**src/rtl/hyperbus_cs_ctrl.sv**
```systemverilog
// HyperBus chip-select controller: one-hot CS open/close handshake with t_RWR recovery.
// Define HYPERBUS_CSM_EN to force-close CS after T_CSM_CYCLES (t_CSM enforcement).
module hyperbus_cs_ctrl #(
  parameter int unsigned NR_CS        = 2,
  parameter int unsigned T_CSM_CYCLES = 64,
  parameter int unsigned T_RWR_CYCLES = 6
) (
  input  logic             clk270,
  input  logic             rst_ni,
  input  logic             cs_req_valid_i,
  output logic             cs_req_ready_o,
  input  logic [NR_CS-1:0] cs_sel_i,
  input  logic             cs_release_i,
  output logic [NR_CS-1:0] hyper_cs_no,
  output logic             cs_active_o,
  output logic             csm_expire_o,
  output logic             sel_err_o,
  output logic             busy_o
);

  localparam int unsigned RWR_W = (T_RWR_CYCLES > 1) ? $clog2(T_RWR_CYCLES) : 1;
  localparam logic [RWR_W-1:0] RWR_LOAD = RWR_W'(T_RWR_CYCLES - 1);

  typedef enum logic [1:0] {
    IDLE    = 2'd0,
    ACTIVE  = 2'd1,
    RECOVER = 2'd2
  } state_e;

  state_e           state_r, state_s;
  logic [RWR_W-1:0] rwr_cnt_r, rwr_cnt_s;
  logic [NR_CS-1:0] cs_n_s;
  logic             expire_s;
  logic             sel_err_s;
  logic             sel_ok_s;
  logic             csm_hit_s;

  function automatic logic is_onehot(input logic [NR_CS-1:0] v);
    return (v != '0) && ((v & (v - NR_CS'(1))) == '0);
  endfunction

  assign sel_ok_s = is_onehot(cs_sel_i);

`ifdef HYPERBUS_CSM_EN
  localparam int unsigned CSM_W = $clog2(T_CSM_CYCLES + 1);
  localparam logic [CSM_W-1:0] CSM_MAX = CSM_W'(T_CSM_CYCLES);

  logic [CSM_W-1:0] csm_cnt_r, csm_cnt_s;

  assign csm_hit_s = (csm_cnt_r == CSM_MAX);

  // csm_cnt starts at 1 on accept so CS is low exactly T_CSM_CYCLES cycles
  always_comb begin
    csm_cnt_s = csm_cnt_r;
    case (state_r)
      IDLE: begin
        if (cs_req_valid_i && sel_ok_s) begin
          csm_cnt_s = CSM_W'(1);
        end else begin
          csm_cnt_s = csm_cnt_r;
        end
      end
      ACTIVE: begin
        if (!cs_release_i && !csm_hit_s) begin
          csm_cnt_s = csm_cnt_r + CSM_W'(1);
        end else begin
          csm_cnt_s = csm_cnt_r;
        end
      end
      default: csm_cnt_s = csm_cnt_r;
    endcase
  end

  // t_CSM counter register
  always_ff @(posedge clk270 or negedge rst_ni) begin
    if (!rst_ni) begin
      csm_cnt_r <= '0;
    end else begin
      csm_cnt_r <= csm_cnt_s;
    end
  end
`else
  assign csm_hit_s = 1'b0;
`endif

  // FSM state register
  always_ff @(posedge clk270 or negedge rst_ni) begin
    if (!rst_ni) begin
      state_r <= IDLE;
    end else begin
      state_r <= state_s;
    end
  end

  // Next-state logic; release takes priority over t_CSM expiry
  always_comb begin
    state_s = state_r;
    case (state_r)
      IDLE: begin
        if (cs_req_valid_i && sel_ok_s) begin
          state_s = ACTIVE;
        end else begin
          state_s = IDLE;
        end
      end
      ACTIVE: begin
        if (cs_release_i || csm_hit_s) begin
          state_s = RECOVER;
        end else begin
          state_s = ACTIVE;
        end
      end
      RECOVER: begin
        if (rwr_cnt_r == '0) begin
          state_s = IDLE;
        end else begin
          state_s = RECOVER;
        end
      end
      default: state_s = IDLE;
    endcase
  end

  // Next values for the registered chip selects, pulses and recovery counter
  always_comb begin
    cs_n_s    = '1;
    expire_s  = 1'b0;
    sel_err_s = 1'b0;
    rwr_cnt_s = rwr_cnt_r;
    case (state_r)
      IDLE: begin
        if (cs_req_valid_i && sel_ok_s) begin
          cs_n_s = ~cs_sel_i;
        end else if (cs_req_valid_i) begin
          sel_err_s = 1'b1;
        end else begin
          cs_n_s = '1;
        end
      end
      ACTIVE: begin
        if (cs_release_i) begin
          rwr_cnt_s = RWR_LOAD;
        end else if (csm_hit_s) begin
          expire_s  = 1'b1;
          rwr_cnt_s = RWR_LOAD;
        end else begin
          cs_n_s = hyper_cs_no;
        end
      end
      RECOVER: begin
        if (rwr_cnt_r != '0) begin
          rwr_cnt_s = rwr_cnt_r - RWR_W'(1);
        end else begin
          rwr_cnt_s = rwr_cnt_r;
        end
      end
      default: cs_n_s = '1;
    endcase
  end

  // Registered outputs; reset drives all chip selects high asynchronously
  always_ff @(posedge clk270 or negedge rst_ni) begin
    if (!rst_ni) begin
      hyper_cs_no  <= '1;
      csm_expire_o <= 1'b0;
      sel_err_o    <= 1'b0;
      rwr_cnt_r    <= '0;
    end else begin
      hyper_cs_no  <= cs_n_s;
      csm_expire_o <= expire_s;
      sel_err_o    <= sel_err_s;
      rwr_cnt_r    <= rwr_cnt_s;
    end
  end

  assign cs_req_ready_o = (state_r == IDLE);
  assign busy_o         = (state_r != IDLE);
  assign cs_active_o    = ~&hyper_cs_no;

endmodule

```
**config.mk**
```make
export PLATFORM = sky130hd
export DESIGN_NAME = hyperbus_cs_ctrl
export DESIGN_NICKNAME = d
export VERILOG_FILES = /design/src/rtl/hyperbus_cs_ctrl.sv
export SDC_FILE = /design/constraint.sdc
export NUM_CORES = 1
export LEC_CHECK = 0
export ABC_AREA = 0
export CAP_MARGIN = 20
export CORE_AREA = 4 4 41 43
export DETAILED_ROUTE_END_ITERATION = 10
export DIE_AREA = 0 0 45 47
export GPL_TIMING_DRIVEN = 0
export PLACE_DENSITY = 0.62
export SLEW_MARGIN = 25
export SYNTH_ARGS = -nofsm -noshare
export SYNTH_HDL_FRONTEND = slang
export SYNTH_SLANG_ARGS = --single-unit
```
**constraint.sdc**
```tcl
create_clock -name clk270 -period 5 [get_ports clk270]
set_clock_uncertainty 0.2 [all_clocks]
set_input_delay 0.75 -clock clk270 [delete_from_list [all_inputs] [get_ports clk270]]
set_output_delay 0.75 -clock clk270 [all_outputs]
set_load 0.005 [all_outputs]
```
Yosys cells after proc, flatten, opt, wreduce, memory -nomap -nowiden --
Cells that the tools add are included.
Cells by class: add/sub/neg operators 2, $mul 0, div/mod/pow operators 0, $lt $le $gt $ge 0, eq/ne operators 4, shift operators 0, muxes and demuxes 13, bitwise logic cells 2, reduce and logical (&&, ||, !) cells 12
Operators by type and width (number):
- 2-to-1 mux 2 bit | 4
- 2-to-1 mux 3 bit | 2
- one-hot mux 2 bit (3 select lines) | 1
- one-hot mux 3 bit (2 select lines) | 1
- nonzero test 2 bit | 3
- zero test 2 bit | 2
- 2-to-1 mux 1 bit | 4
- != test 2 bit, second input constant | 2
- one-hot mux 2 bit (2 select lines) | 1
- zero test 3 bit | 1
- AND reduction 3 bit | 1
- nonzero test 3 bit | 1
- subtractor 3 x 1 -> 3 bit, second input constant | 1
- bitwise AND 2 bit | 1
- == test 2 x 1 -> 1 bit, second input constant | 1
- == test 2 bit, second input constant | 1
- logical AND 1 bit | 2
- inverter 2 bit | 1
- AND reduction 2 bit | 1
- subtractor 2 x 1 -> 2 bit, second input constant | 1
- zero test 1 bit | 1
Storage, ports and cells: register bits after elaboration 8, latch bits 0, memory bits (writable) 0, ROM bits 0, input port bits 6, output and inout port bits 7, logic and storage cells 37, memories kept 0

Logic depth before layout (Yosys ltp) --
depth in word-level cells 7, mapped depth 5, gate-level depth less buffers 5

Least setup slack after synthesis --
Ideal clock, no wire load.
path kind register -> output, start point reg state_r[0], end point out cs_req_ready_o, data arrival time 0.865 ns, required time 4.050 ns, setup slack 3.185 ns, cell stages (with the launch flop) 4, path through dfrtp_1 > buf_2 > or2_2 > inv_1
On the way: longest elaborated chain between the ends 1
RTL lines:
- start, declared | RTL line 30 | state_e state_r, state_s;
- start signal, assigned | RTL line 91 | state_r <= state_s;
- zero test 2 bit | RTL line 176 | assign cs_req_ready_o = (state_r == IDLE);
- end, declared | RTL line 11 | output logic cs_req_ready_o,
Every way passes these cells.

Final worst setup path --
Ends and elaborated chain as after synthesis.

==> Implementation_results.wiki <==
{| class="wikitable"
! Metric !! Value
|-
| Run status || complete, no violations
|-
| Total power consumption of the routed design || 282 uW
|-
| Clock net sink count || 8
|-
| Cell count after placement || 68
|-
| Bufs on Longest Clock Path || 2
|-
| Total count of hold-check failures in the final report || 0
|-
| Worst Path Required || 4050 ps
|-
| Via-per-instance ratio || 4.83
|-
| Final TNS setup || 0 ps
|-
| Post-layout utilization of the core || 0.450
|-
| Clock transition at path regs || 60 ps
|-
| Count of flip-flops with a built-in enable after synthesis || 0
|-
| TritonCTS clock tree || built
|-
| Ordered list of cells on the worst path || buf_2 > or2_2 > inv_1 > clkdlybuf4s50_1
|-
| Finished layout cell area || 586 sq um
|-
| Hold slack || 323 ps
|-
| Critical Path Sink Type || primary output
|-
| Minimum setup slack in the final design || 2420 ps
|-
| Root cell of the clock tree || sky130_fd_sc_hd__clkbuf_4
|-
| Total number of vias || 348
|-
| Die area || 0.00212 sq mm
|-
| TritonCTS Buffers || 3
|-
| Number of buffer cells added on primary ports || 11
|-
| Post-route non-filler standard cell count || 72
|-
| Wire length of the first global-routing pass || 1410 um
|-
| Cell row count || 13
|-
| Achievable Freq || 387 MHz
|-
| Async set-reset flop share out of synthesis || 1.00
|-
| Placement Cell Area || 559 sq um
|-
| Static leakage power || 0.273 nW
|-
| Vias in the first global route || 342
|-
| Largest stage delay on the critical path || 480 ps
|-
| Pwr Density || 482 mW/mm^2
|-
| Maximum number of pins on one net before global-route repair || 11
|-
| Number of buffers inserted to repair setup after CTS || 0
|-
| Number of setup violations in the final report || 0
|-
| Sum of routed wire length over all layers || 799 um
|-
| Max-slew violation count || 0
|-
| CP Launch Type || flip-flop
|-
| Latest clock arrival within the worst-skew pair || 250 ps
|-
| Count of synthesis-stage warnings from yosys || 0
|-
| # nets final || 66
|-
| Routed wirelength normalized by instance count || 11.1 um
|-
| Top cell type's share of synthesized area || 0.349
|-
| Instance count of the mapped netlist || 42
|-
| Class of the most critical hold timing path || reg -> reg
|-
| Initial core utilization || 0.331
|-
| Worst setup slack after placement || 2690 ps
|-
| Comb pwr share || 0.438
|-
| Die Width || 45 um
|-
| Sw Ratio || 0.319
|-
| Proportion of layout cells with a drive suffix above 1 || 0.158
|-
| Most area-consuming cells after synthesis || sky130_fd_sc_hd__dfrtp_1 35%, sky130_fd_sc_hd__dfstp_2 12%, sky130_fd_sc_hd__inv_1 6.1%, sky130_fd_sc_hd__or3b_1 6.1%, sky130_fd_sc_hd__ha_1 5.8%
|-
| Initial antenna violation count || 0
|-
| Number of distinct library cells after synthesis || 21
|-
| Count of antenna diodes in the layout || 0
|-
| Die height || 47 um
|-
| Most common library cell in the layout ignoring fill and taps || sky130_fd_sc_hd__clkdlybuf4s50_1
|-
| Resize count post-CTS || 0
|-
| Total net switching power || 90.0 uW
|-
| Clock group share of total power || 0.183
|-
| Most used flip-flop cell after synthesis || sky130_fd_sc_hd__dfrtp_1
|-
| Share of the clock period used by the worst path after layout || 0.516
|-
| Antenna-violating nets left || 0
|-
| CP Max Fanout || 10
|-
| Final critical delay including setup and external delays || 2580 ps
|-
| Mean instance size in the synthesized netlist || 10.2 sq um
|-
| Count of pins on the block boundary || 13
|-
| Tot GR Track Use || 0.0980
|-
| Worst vdd ir || 0.221 mV
|-
| Number of search-and-repair iterations in the first detailed-routing pass || 3
|-
| Commonest cells after routing, fill and taps aside || 11 x sky130_fd_sc_hd__clkdlybuf4s50_1, 7 x sky130_fd_sc_hd__inv_1, 6 x sky130_fd_sc_hd__dfrtp_1
|-
| Mapped cell area || 430 sq um
|-
| Max stage delay cell, worst path || sky130_fd_sc_hd__clkdlybuf4s50_1
|-
| Internal Power || 192 uW
|-
| Portion of the post-synthesis area used by sequential elements || 0.471
|-
| Placer Congestion || 0.651
|-
| Flops & latches, synth || 8
|-
| Remaining routing DRC violations || 0
|-
| Number of fillers in the final layout || 134
|-
| Number of levels in the clock H-tree || 1
|-
| Hold buffer count at cts || 0
|-
| Classification of the worst setup path || reg -> out
|-
| Unrepaired setup endpoints after global routing || no
|-
| Core area || 0.00130 sq mm
|-
| Syn Nets || 50
|-
| Max capacitance violation total || 0
|-
| Worst path arrival time || 1630 ps
|-
| Sequential power share || 0.379
|-
| Largest area contributor in the netlist || sky130_fd_sc_hd__dfrtp_1
|-
| Area growth syn-to-layout || 36.0%
|-
| Congestion Overflow GR || 0
|-
| Initial detailed-routing violation count || 1
|}
## registers in the layout, summed over array words and instances (netlist names)
signal and count:
rwr_cnt_r 3, state_r 2, sel_err_o 1, hyper_cs_no 2
## final timing paths
kind,start,endpoint,slack (ps),cells past startpoint
setup / recovery,state_r[0],cs_req_ready_o,2420,4
hold / removal,hyper_cs_no[1],hyper_cs_no[1],320,1
setup reg to reg,rwr_cnt_r[0],rwr_cnt_r[1],3150,5
hold reg to reg,hyper_cs_no[1],hyper_cs_no[1],320,1
max in group asynchronous,rst_ni,hyper_cs_no[1],3720,1
min in group asynchronous,rst_ni,sel_err_o,570,1
## final cells by class
cell class              count  area [sq um]  area share
repair buffers             11           110       0.188
plain buffers               2          12.5      0.0214
multi-input cells          25           189       0.323
flip-flops and latches      8           203       0.346
clock buffers               4          26.3      0.0449
inverters                   7          26.3      0.0449
well taps                  15          18.8      0.0321
## worst max-delay path, delay by kind of cell (launching register included)
kind | cells | cell delay [ps]
buffers and inverters | 3 | 700
AND/OR/NAND/NOR | 1 | 290
flip-flops | 1 | 380
## metal layers
layer  vias up  GRT usage  routed length [um]
li1        178          -                   -
met1       159      0.114                 367
met2        11      0.138                 354
met3         0     0.0728                  77
met4         0     0.0351                   0
met5         -          0                   0
## cells by family (layout without fill, tap and decap cells)
kind of cell / after synthesis / in the layout / synth area share
AOI/OAI and AO/OA: 13 / 13 / 0.215
and+or+nand+nor: 8 / 8 / 0.137
buffers and inverters: 9 / 24 / 0.0901
adders and majority gates: 2 / 2 / 0.0581
other: 1 / 1 / 0.00871
DFF: 8 / 8 / 0.471
xor gates and xnor gates: 1 / 1 / 0.0204
## synthesized netlist by cell type, drive strengths merged, types with 2 or more instances
cell / number
inv: 7
dfstp: 2
nand2: 2
dfrtp: 6
or3b: 3
buf: 2
a21oi: 2
o21ai: 4
o32a: 2
ha: 2
## power groups by stage
stage	clock network (mW)	registers [mW]	logic (mW)
2_1_floorplan	0	0.103	0.0788
3_3_place_gp	0	0.107	0.125
3_5_place_dp	0	0.108	0.126
4_1_cts	0.0549	0.107	0.127
5_1_grt	0.0607	0.111	0.144
6_report	0.0515	0.107	0.124
(Power assumes the default switching activity.)
